**src/rtl/coproc_pkg.sv**
```systemverilog
// Shared definitions for the matrix coprocessor controller: opcodes,
// controller state encoding and instruction field positions.
package coproc_pkg;

    localparam logic [3:0] OP_READ   = 4'd1;
    localparam logic [3:0] OP_WRITE  = 4'd2;
    localparam logic [3:0] OP_SUM    = 4'd3;
    localparam logic [3:0] OP_SUB    = 4'd4;
    localparam logic [3:0] OP_MUL    = 4'd5;
    localparam logic [3:0] OP_TRANSP = 4'd6;
    localparam logic [3:0] OP_OPST   = 4'd7;
    localparam logic [3:0] OP_MULSCL = 4'd8;
    localparam logic [3:0] OP_DET2   = 4'd9;
    localparam logic [3:0] OP_DET3   = 4'd10;
    localparam logic [3:0] OP_DET4   = 4'd11;
    localparam logic [3:0] OP_DET5   = 4'd12;

    // Instruction layout: opcode, then address, then immediate data.
    localparam int OP_LSB   = 0;
    localparam int OP_W     = 4;
    localparam int ADDR_LSB = 4;

    typedef enum logic [2:0] {
        ST_IDLE,
        ST_DECODE,
        ST_MEM_ACC,
        ST_LOAD_A,
        ST_LOAD_B,
        ST_EXEC,
        ST_STORE_C,
        ST_FINISH
    } state_t;

    function automatic logic is_arith(input logic [3:0] op);
        return (op >= OP_SUM) && (op <= OP_DET5);
    endfunction

    // Determinant ops produce a scalar, so only one result word is stored.
    function automatic logic is_det(input logic [3:0] op);
        return (op >= OP_DET2) && (op <= OP_DET5);
    endfunction

endpackage

```
**src/rtl/coproc_mem_seq.sv**
```systemverilog
// Burst memory sequencer: walks base..base+count-1 one word per ack,
// inserting a one-cycle request gap after every ack.
module coproc_mem_seq #(
    parameter int ADDR_W = 8,
    parameter int CNT_W  = 4
) (
    input  logic              clk,
    input  logic              rst_n,
    input  logic              start,
    input  logic [ADDR_W-1:0] base,
    input  logic [CNT_W-1:0]  count,
    input  logic              dir_we,
    input  logic              ack,
    output logic              req,
    output logic [ADDR_W-1:0] addr,
    output logic              we,
    output logic              word_valid,
    output logic [CNT_W-1:0]  idx,
    output logic              last
);

    logic              active;
    logic              gap;
    logic              we_r;
    logic [ADDR_W-1:0] base_r;
    logic [CNT_W-1:0]  count_r;
    logic [CNT_W-1:0]  idx_r;

    assign req        = active & ~gap;
    assign addr       = base_r + ADDR_W'(idx_r);
    assign we         = active & we_r;
    assign idx        = idx_r;
    assign word_valid = req & ack;
    assign last       = (idx_r == count_r - 1'b1);

    always_ff @(posedge clk or negedge rst_n) begin
        if (!rst_n) begin
            active  <= 1'b0;
            gap     <= 1'b0;
            we_r    <= 1'b0;
            base_r  <= '0;
            count_r <= '0;
            idx_r   <= '0;
        end else if (start) begin
            // A burst launched on the final ack of the previous one still owes the gap.
            active  <= 1'b1;
            gap     <= word_valid;
            we_r    <= dir_we;
            base_r  <= base;
            count_r <= count;
            idx_r   <= '0;
        end else if (word_valid) begin
            if (last) begin
                active <= 1'b0;
                idx_r  <= '0;
            end else begin
                idx_r <= idx_r + 1'b1;
                gap   <= 1'b1;
            end
        end else if (gap) begin
            gap <= 1'b0;
        end
    end

endmodule

```
**src/rtl/coproc_ctrl.sv**
```systemverilog
// Matrix coprocessor control unit: instruction handshake, decode, single
// memory accesses and the load-A / load-B / execute / store-C sequence.
module coproc_ctrl
    import coproc_pkg::*;
#(
    parameter int              INSTR_W  = 32,
    parameter int              ADDR_W   = 8,
    parameter int              DATA_W   = 16,
    parameter int              MAT_N    = 5,
    parameter int              ELEM_W   = 8,
    parameter logic [ADDR_W-1:0] A_BASE = 8'h00,
    parameter logic [ADDR_W-1:0] B_BASE = 8'h10,
    parameter logic [ADDR_W-1:0] C_BASE = 8'h20,
    localparam int             MAT_BITS = MAT_N * MAT_N * ELEM_W,
    localparam int             WORDS    = (MAT_BITS + DATA_W - 1) / DATA_W
) (
    input  logic                clk,
    input  logic                rst_n,
    input  logic [INSTR_W-1:0]  instr,
    input  logic                instr_valid,
    output logic                instr_ready,
    output logic                busy,
    output logic                done,
    output logic                err,
    output logic [DATA_W-1:0]   rd_data,
    output logic                mem_req,
    output logic                mem_we,
    output logic [ADDR_W-1:0]   mem_addr,
    output logic [DATA_W-1:0]   mem_wdata,
    input  logic [DATA_W-1:0]   mem_rdata,
    input  logic                mem_ack,
    output logic [3:0]          alu_op,
    output logic                alu_start,
    input  logic                alu_done,
    output logic [MAT_BITS-1:0] mat_a,
    output logic [MAT_BITS-1:0] mat_b,
    input  logic [MAT_BITS-1:0] mat_c
);

    localparam int CNT_W    = $clog2(WORDS + 1);
    localparam int DATA_LSB = ADDR_LSB + ADDR_W;

    state_t state;
    state_t state_nx;

    logic [3:0]          op_r;
    logic [ADDR_W-1:0]   addr_r;
    logic [DATA_W-1:0]   imm_r;
    logic [DATA_W-1:0]   rd_r;
    logic [MAT_BITS-1:0] a_buf;
    logic [MAT_BITS-1:0] b_buf;
    logic [MAT_BITS-1:0] c_buf;
    logic [WORDS*DATA_W-1:0] c_pad;
    logic                alu_done_q;
    logic                alu_rise;

    logic              seq_start;
    logic [ADDR_W-1:0] seq_base;
    logic [CNT_W-1:0]  seq_count;
    logic              seq_dir_we;
    logic              word_valid;
    logic              seq_last;
    logic [CNT_W-1:0]  seq_idx;
    logic              word_end;

    coproc_mem_seq #(
        .ADDR_W (ADDR_W),
        .CNT_W  (CNT_W)
    ) u_mem_seq (
        .clk        (clk),
        .rst_n      (rst_n),
        .start      (seq_start),
        .base       (seq_base),
        .count      (seq_count),
        .dir_we     (seq_dir_we),
        .ack        (mem_ack),
        .req        (mem_req),
        .addr       (mem_addr),
        .we         (mem_we),
        .word_valid (word_valid),
        .idx        (seq_idx),
        .last       (seq_last)
    );

    assign word_end    = word_valid & seq_last;
    assign alu_rise    = alu_done & ~alu_done_q;
    assign instr_ready = (state == ST_IDLE);
    assign busy        = (state != ST_IDLE);
    assign done        = (state == ST_FINISH);
    assign alu_start   = (state == ST_EXEC);
    assign alu_op      = op_r;
    assign rd_data     = rd_r;
    assign mat_a       = a_buf;
    assign mat_b       = b_buf;

    // Result buffer zero-padded up to a whole number of memory words.
    always_comb begin
        c_pad                 = '0;
        c_pad[MAT_BITS-1:0]   = c_buf;
    end

    always_comb begin
        mem_wdata = '0;
        if (state == ST_STORE_C)
            mem_wdata = c_pad[int'(seq_idx)*DATA_W +: DATA_W];
        else if (state == ST_MEM_ACC)
            mem_wdata = imm_r;
    end

    always_comb begin
        state_nx   = state;
        seq_start  = 1'b0;
        seq_base   = '0;
        seq_count  = '0;
        seq_dir_we = 1'b0;
        err        = 1'b0;
        case (state)
            ST_IDLE: begin
                if (instr_valid)
                    state_nx = ST_DECODE;
            end
            ST_DECODE: begin
                if (op_r == OP_READ || op_r == OP_WRITE) begin
                    seq_start  = 1'b1;
                    seq_base   = addr_r;
                    seq_count  = CNT_W'(1);
                    seq_dir_we = (op_r == OP_WRITE);
                    state_nx   = ST_MEM_ACC;
                end else if (is_arith(op_r)) begin
                    seq_start = 1'b1;
                    seq_base  = A_BASE;
                    seq_count = CNT_W'(WORDS);
                    state_nx  = ST_LOAD_A;
                end else begin
                    err      = 1'b1;
                    state_nx = ST_IDLE;
                end
            end
            ST_MEM_ACC: begin
                if (word_end)
                    state_nx = ST_FINISH;
            end
            ST_LOAD_A: begin
                if (word_end) begin
                    seq_start = 1'b1;
                    seq_base  = B_BASE;
                    seq_count = CNT_W'(WORDS);
                    state_nx  = ST_LOAD_B;
                end
            end
            ST_LOAD_B: begin
                if (word_end)
                    state_nx = ST_EXEC;
            end
            ST_EXEC: begin
                if (alu_rise) begin
                    seq_start  = 1'b1;
                    seq_base   = C_BASE;
                    seq_count  = is_det(op_r) ? CNT_W'(1) : CNT_W'(WORDS);
                    seq_dir_we = 1'b1;
                    state_nx   = ST_STORE_C;
                end
            end
            ST_STORE_C: begin
                if (word_end)
                    state_nx = ST_FINISH;
            end
            ST_FINISH: begin
                state_nx = ST_IDLE;
            end
            default: begin
                state_nx = ST_IDLE;
            end
        endcase
    end

    always_ff @(posedge clk or negedge rst_n) begin
        if (!rst_n) begin
            state      <= ST_IDLE;
            op_r       <= '0;
            addr_r     <= '0;
            imm_r      <= '0;
            rd_r       <= '0;
            a_buf      <= '0;
            b_buf      <= '0;
            alu_done_q <= 1'b0;
        end else begin
            state      <= state_nx;
            alu_done_q <= alu_done;
            if (state == ST_IDLE && instr_valid) begin
                op_r   <= instr[OP_LSB +: OP_W];
                addr_r <= instr[ADDR_LSB +: ADDR_W];
                imm_r  <= instr[DATA_LSB +: DATA_W];
            end
            if (state == ST_MEM_ACC && word_valid && op_r == OP_READ)
                rd_r <= mem_rdata;
            // Word k lands at bits [k*DATA_W +: DATA_W]; bits past MAT_BITS are dropped.
            if (state == ST_LOAD_A && word_valid) begin
                for (int b = 0; b < MAT_BITS; b++)
                    if (b / DATA_W == int'(seq_idx))
                        a_buf[b] <= mem_rdata[b % DATA_W];
            end
            if (state == ST_LOAD_B && word_valid) begin
                for (int b = 0; b < MAT_BITS; b++)
                    if (b / DATA_W == int'(seq_idx))
                        b_buf[b] <= mem_rdata[b % DATA_W];
            end
        end
    end

    always_ff @(posedge clk) begin
        if (state == ST_EXEC && alu_rise)
            c_buf <= mat_c;
    end

endmodule
```
**config.mk**
```make
export PLATFORM = sky130hd
export DESIGN_NAME = coproc_ctrl
export DESIGN_NICKNAME = d
export VERILOG_FILES = /design/src/rtl/coproc_pkg.sv /design/src/rtl/coproc_mem_seq.sv /design/src/rtl/coproc_ctrl.sv
export SDC_FILE = /design/constraint.sdc
export NUM_CORES = 1
export LEC_CHECK = 0
export ABC_AREA = 1
export BUFFER_PORTS_ARGS = -buffer_cell sky130_fd_sc_hd__buf_2
export CORE_AREA = 3 3 272 274
export CTS_BUF_LIST = sky130_fd_sc_hd__clkbuf_16
export DETAILED_ROUTE_END_ITERATION = 6
export DIE_AREA = 0 0 275 277
export PLACE_DENSITY_LB_ADDON = 0.3
export SYNTH_ARGS = -nofsm -noshare
export SYNTH_HDL_FRONTEND = slang
export SYNTH_SLANG_ARGS = --single-unit
```
**constraint.sdc**
```tcl
create_clock -name clk -period 9.1 [get_ports clk]
set_clock_uncertainty 0.2 [all_clocks]
set_input_delay 2.73 -clock clk [delete_from_list [all_inputs] [get_ports clk]]
set_output_delay 2.73 -clock clk [all_outputs]
set_load 0.02 [all_outputs]
```
== Yosys cells after proc, flatten, opt, wreduce, memory -nomap -nowiden ==
Index checks and enable logic that the tools add are counted.

* Add/sub/neg operators: 3
* Shift-type cells: 1
* Bitwise logic cells: 7
* Mux-type cells: 39
* Reduce and logical (&&, ||, !) cells: 43
* Magnitude comparators: 3
* Equality and inequality tests: 28

{| class="wikitable"
|+ Operators with widths
! kind !! number
|-
| $shiftx A208 B9 Y16 || 1
|-
| $reduce_and A2 Y1 || 27
|-
| $eq A4 B4 Y1 const A || 8
|-
| $mux W16 || 2
|-
| $mux W4 || 8
|-
| $pmux W8 S3 || 1
|-
| $pmux W3 S7 || 1
|-
| $mux W3 || 5
|-
| $mux W1 || 14
|-
| $eq A3 B3 Y1 const B || 4
|-
| $eq A3 B4 Y1 const A || 3
|-
| $pmux W4 S3 || 1
|-
| $add A8 B4 Y8 || 1
|-
| $logic_and A1 B1 Y1 || 8
|-
| $mux W8 || 1
|-
| $eq A3 B2 Y1 const B || 2
|-
| $mux W6 || 1
|-
| $ne A2 B2 Y1 const B || 3
|-
| $and A1 B1 Y1 || 5
|-
| $mux W5 || 1
|-
| $reduce_and A5 Y1 || 1
|-
| $add A4 B1 Y4 const B || 1
|-
| $eq A2 B4 Y1 const A || 1
|-
| $eq A4 B1 Y1 const B || 1
|-
| other kinds (19) || 23
|}

* Output and inout port bits: 451
* Input port bits: 253
* Logic and storage cells: 163
* Bits in registers: 667

== Depth between registers and ports, before layout ==
* Depth after elaboration: 8
* Depth in mapped cells: 12
* Mapped depth without buffers: 12

== Modules after synthesis ==
From an unflattened synthesis, not the netlist that was laid out.

* Cells, all modules: 2443
* Area total of the unflattened synthesis: 25637.1 µm²

{| class="wikitable"
|+ Modules (own cells, without submodules)
! module !! sequential area each (µm²) !! area each (µm²) !! instances !! cells an instance
|-
| coproc_ctrl || 17216.5 || 24449.7 || 1 || 2287
|-
| coproc_mem_seq || 475.5 || 1187.4 || 1 || 156
|}

== Worst setup path before layout ==
No wires, ideal clock.

* Path type: input -> register
* From: input port alu_done
* To: register c_buf[0] (enable)
* Cell stages on the path: 2
* Library setup time: 0.769 ns
* Path buffers: 0
* Slack: -3.073 ns
* Arrival time: 11.205 ns
* Data required time: 8.131 ns
* Cell sequence: nand2_1 > nor2_1

* Longest elaborated chain between the ends: 2

{| class="wikitable"
|+ RTL lines
! element !! RTL line !! source
|-
| from (decl) || coproc_ctrl.sv:34 || <nowiki>input logic alu_done,</nowiki>
|-
| $and A1 B1 Y1 || coproc_ctrl.sv:86 || <nowiki>assign alu_rise = alu_done & ~alu_done_q;</nowiki>
|-
| $logic_and A1 B1 Y1 || coproc_ctrl.sv:212 || <nowiki>if (state == ST_EXEC && alu_rise)</nowiki>
|-
| to (signal assigned) || coproc_ctrl.sv:213 || <nowiki>c_buf <= mat_c;</nowiki>
|-
| to (decl) || coproc_ctrl.sv:52 || <nowiki>logic [MAT_BITS-1:0] c_buf;</nowiki>
|}

Every way passes these cells.
A chain may end at the register's enable or synchronous reset.

== Worst setup path in the final report ==
* From: register u_mem_seq.idx_r[0], in the netlist u_mem_seq.idx[0]
* To: output port mem_wdata[12]

* Longest elaborated chain between the ends: 2

{| class="wikitable"
|+ RTL lines
! element !! RTL line !! source
|-
| from (decl) || coproc_mem_seq.sv:27 || <nowiki>logic [CNT_W-1:0] idx_r;</nowiki>
|-
| from (signal assigned) || coproc_mem_seq.sv:57 || <nowiki>idx_r <= idx_r + 1'b1;</nowiki>
|-
| $shiftx A208 B9 Y16 || coproc_ctrl.sv:105 || <nowiki>mem_wdata = c_pad[int'(seq_idx)*DATA_W +: DATA_W];</nowiki>
|-
| $mux W16 || coproc_ctrl.sv:104 || <nowiki>if (state == ST_STORE_C)</nowiki>
|-
| to (decl) || coproc_ctrl.sv:29 || <nowiki>output logic [DATA_W-1:0] mem_wdata,</nowiki>
|}

Every way passes these cells.

==> impl_metrics.env <==
export IMPL_status="completed"
export IMPL_rr_startpoint="u_mem_seq.idx[0]"
export IMPL_path_max_fanout=44
export IMPL_ys_seq_elements=665
export IMPL_drv_slew=0
export IMPL_cp_required_ns=6.17
export IMPL_post_route_period_util_pct=70.79
export IMPL_floorplan_die_area_mm2=0.07618
export IMPL_drv_cap=0
export IMPL_synth_most_common_cell="sky130_fd_sc_hd__nand2_1"
export IMPL_p_int_uw=6143
export IMPL_cts_resized=0
export IMPL_max_freq_mhz=155.2
export IMPL_i_o_buffers=699
export IMPL_switching_share_pct=34.98
export IMPL_worst_pin_slew_ns=1.195
export IMPL_worst_setup_hold_path_clk_slew_ns=0.06
export IMPL_post_synth_instance_area_mm2=0.02552
export IMPL_worst_hold_startpoint="addr_r[1]"
export IMPL_layout_drive_gt1_share_pct=28.96
export IMPL_area_growth_synth_to_final_pct=26.33
export IMPL_drt_antenna_violating_nets=0
export IMPL_synth_cells=2383
export IMPL_ir_worst_vdd_v=0.0001982
export IMPL_rsz0062_at_grt="false"
export IMPL_top_level_ports=704
export IMPL_gpl_final_weighted_congestion=0.8432
export IMPL_clock_tree_htree_level_count=3
export IMPL_syn_num_nets=2646
export IMPL_synthTopCellsByCount="sky130_fd_sc_hd__nand2_1, sky130_fd_sc_hd__dfrtp_1, sky130_fd_sc_hd__o21ai_0, sky130_fd_sc_hd__edfxtp_1, sky130_fd_sc_hd__nor2_1"
export IMPL_relSlewSlack_pct=20.12
export IMPL_net_switching_power_uw=3305
export IMPL_grt_max_degree=176
export IMPL_final_count_of_negative_setup_slack_endpoints=0
export IMPL_hpwlAfterDp_mm=57.00
export IMPL_yosysSeqAreaShare_pct=69.12
export IMPL_post_place_cells=3907
export IMPL_drtIter0Drc=1336
export IMPL_cts_root_to_sink_buffers=3
export IMPL_shortest_period_the_worst_path_allows_ns=6.442
export IMPL_hold_path_depth=2
export IMPL_first_global_vias=18850
export IMPL_fp_coreArea_mm2=0.07161
export IMPL_synthDominantAreaCellType="sky130_fd_sc_hd__dfrtp_1"
export IMPL_clkSinkCount=665
export IMPL_synth_area_leaders="sky130_fd_sc_hd__dfrtp_1, sky130_fd_sc_hd__edfxtp_1, sky130_fd_sc_hd__nand2_1, sky130_fd_sc_hd__o21ai_0, sky130_fd_sc_hd__o21ai_1"
export IMPL_hold_class="reg -> reg"
export IMPL_num_vias=19330
export IMPL_critPathKind="reg -> out"
export IMPL_power_per_cell_area_mw_per_mm2=293.0
export IMPL_synth_async_sr_flop_share_pct=69.92
export IMPL_detailed_route_wire_length_mm=82.53
export IMPL_timing_hold_violations_final=0
export IMPL_number_of_distinct_library_cells_after_synthesis=38
export IMPL_mean_instance_size_in_the_synthesized_netlist_um2=10.71
export IMPL_synth_edff_count=200
export IMPL_initial_utilization_pct=35.64
export IMPL_finalNonFillerCells=4054
export IMPL_drc_errors=0
export IMPL_hold_worst_slack_ns=0.2736
export IMPL_grt_util_all_layers_pct=21.24
export IMPL_numCtsBuffers=75
export IMPL_reg2regPathDepth=7
export IMPL_route_detailed_vias_per_inst=4.767
export IMPL_seq_power_share_pct=41.2
export IMPL_dieWidth_um=275
export IMPL_critPathArrivalTime_ns=3.51
export IMPL_whs_endpoint="u_mem_seq.base_r[1]"
export IMPL_yosysTopAreaCellShare_pct=45.59
export IMPL_layout_nets=3297
export IMPL_drt_pass1_iter_count=5
export IMPL_cts_hold_buffers=0
export IMPL_leakage_uw=0.01594
export IMPL_postCtsSetupBuffers=0
export IMPL_place_area_mm2=0.02971
export IMPL_tritoncts="yes"
export IMPL_grt_overflow_total=0
export IMPL_cts_root_buffer="sky130_fd_sc_hd__clkbuf_16"
export IMPL_worst_setup_path_start_kind="register"
export IMPL_antenna_found_initial=18
export IMPL_pre_cts_ws_ns=3.065
export IMPL_timing_rr_end="mat_b[121]"
export IMPL_setup_tns_final_ns=0
export IMPL_global_route_wire_length_before_repair_mm=121.8
export IMPL_wl_per_cell_um=20.36
export IMPL_rows=98
export IMPL_worst_setup_path_startpoint="u_mem_seq.idx[0]"
export IMPL_die_height_um=277
export IMPL_timing_reg2reg_setup_slack_ns=5.52
export IMPL_clock_power_share_pct=32.4
export IMPL_power_combinational_fraction_pct=26.5
export IMPL_fin_ws_ns=2.658
export IMPL_synth_flop_cell="sky130_fd_sc_hd__dfrtp_1"
export IMPL_crit_path_end_kind="output port"
export IMPL_clkLatencyLatePin_ns=0.60
export IMPL_ys_warnings_count=0
export IMPL_design_area_mm2=0.03224
-- per-stage QoR --
step                      util (%)  total power [uW]
after global placement       41.50              6447
after CTS                    44.99              9577
after floorplan                  -              5442
after global routing         45.01              9972
after detailed placement     41.50              6487
final                        45.03              9448
-- worst max-delay path by stage --
stage / slack, ns / depth (start not counted) / to
finish: 2.66 / 9 / mem_wdata[12]
global placement: 3.10 / 9 / mem_wdata[12]
detailed placement: 3.06 / 9 / mem_wdata[12]
floorplan: 0.33 / 2 / c_buf[0]
global route: 2.22 / 9 / mem_wdata[12]
CTS: 2.38 / 9 / mem_wdata[12]
-- final cells by class --
type                       instances  area [um2]
sequential                       665       17650
multi-input combinational       1496        6874
inverter                          69       261.5
clock buffer                      76        1902
antenna                           10       25.02
fill                            6896       39360
clock inverter                    61       603.1
tap                              950        1189
timing repair buffer             727        3744
-- power by group through the flow --
| stage | clock (uW) | sequential (uW) | combinational [uW] |
|---|---|---|---|
| final | 3060 | 3890 | 2500 |
| after detailed placement | 0 | 3940 | 2540 |
| after global routing | 3260 | 3950 | 2770 |
| after CTS | 3130 | 3890 | 2560 |
| after global placement | 0 | 3930 | 2520 |
| after floorplan | 0 | 4320 | 1120 |
-- routing by layer --
metal	GRT usage [%]	share of wire (%)
met4	9.357	4.5
met2	35.99	49
met3	5.268	7.4
met1	25.52	39
met5	0	0.13
-- worst max-delay path, cell delays in order, from the launching register on --
cell and delay (ns):
sky130_fd_sc_hd__dfrtp_4 0.67, sky130_fd_sc_hd__inv_2 0.69, sky130_fd_sc_hd__buf_4 0.50, sky130_fd_sc_hd__o21ai_0 0.12, sky130_fd_sc_hd__o21ai_0 0.36, sky130_fd_sc_hd__nand2_1 0.09, sky130_fd_sc_hd__nand3_1 0.08, sky130_fd_sc_hd__nand2_1 0.09
sky130_fd_sc_hd__nand2_1 0.08, sky130_fd_sc_hd__buf_2 0.16
-- cell usage in the layout, fill, tap and decap left out, types with 7 or more instances in the layout --
master,instances
sky130_fd_sc_hd__a21oi_1,10
sky130_fd_sc_hd__buf_2,698
sky130_fd_sc_hd__buf_4,26
sky130_fd_sc_hd__bufinv_16,9
sky130_fd_sc_hd__clkbuf_16,76
sky130_fd_sc_hd__clkinv_1,11
sky130_fd_sc_hd__clkinv_2,16
sky130_fd_sc_hd__dfrtp_1,463
sky130_fd_sc_hd__diode_2,10
sky130_fd_sc_hd__edfxtp_1,200
sky130_fd_sc_hd__ha_1,9
sky130_fd_sc_hd__inv_1,74
sky130_fd_sc_hd__inv_2,7
sky130_fd_sc_hd__mux2_1,18
sky130_fd_sc_hd__mux2_2,7
sky130_fd_sc_hd__nand2_1,679
sky130_fd_sc_hd__nand2_2,15
sky130_fd_sc_hd__nand3_1,35
sky130_fd_sc_hd__nor2_1,147
sky130_fd_sc_hd__nor2_2,9
sky130_fd_sc_hd__o21ai_0,413
sky130_fd_sc_hd__o21ai_1,123
-- flip-flops by register name (all words and copies together), names as in the netlist --
register	count
addr_r	8
alu_done_q	1
mat_b	200
u_mem_seq.we_r	1
u_mem_seq.gap	1
state	3
u_mem_seq.idx	4
alu_op	4
mat_a	200
c_buf	200
u_mem_seq.count_r	2
rd_data	16
u_mem_seq.base_r	8
imm_r	16
u_mem_seq.active	1
-- logic make-up after synthesis --
kind of cell	count (synthesis)	synth area share, %
AO/OA/AOI/OAI	548	10.77
buffers and inverters	222	3.976
XOR/XNOR	7	0.2402
flip-flops	665	69.12
multiplexers	25	1.103
AND/OR/NAND/NOR	906	14.28
adder cells (fa/ha/maj)	10	0.5196
Note: power is estimated with default switching activity, not from simulation.
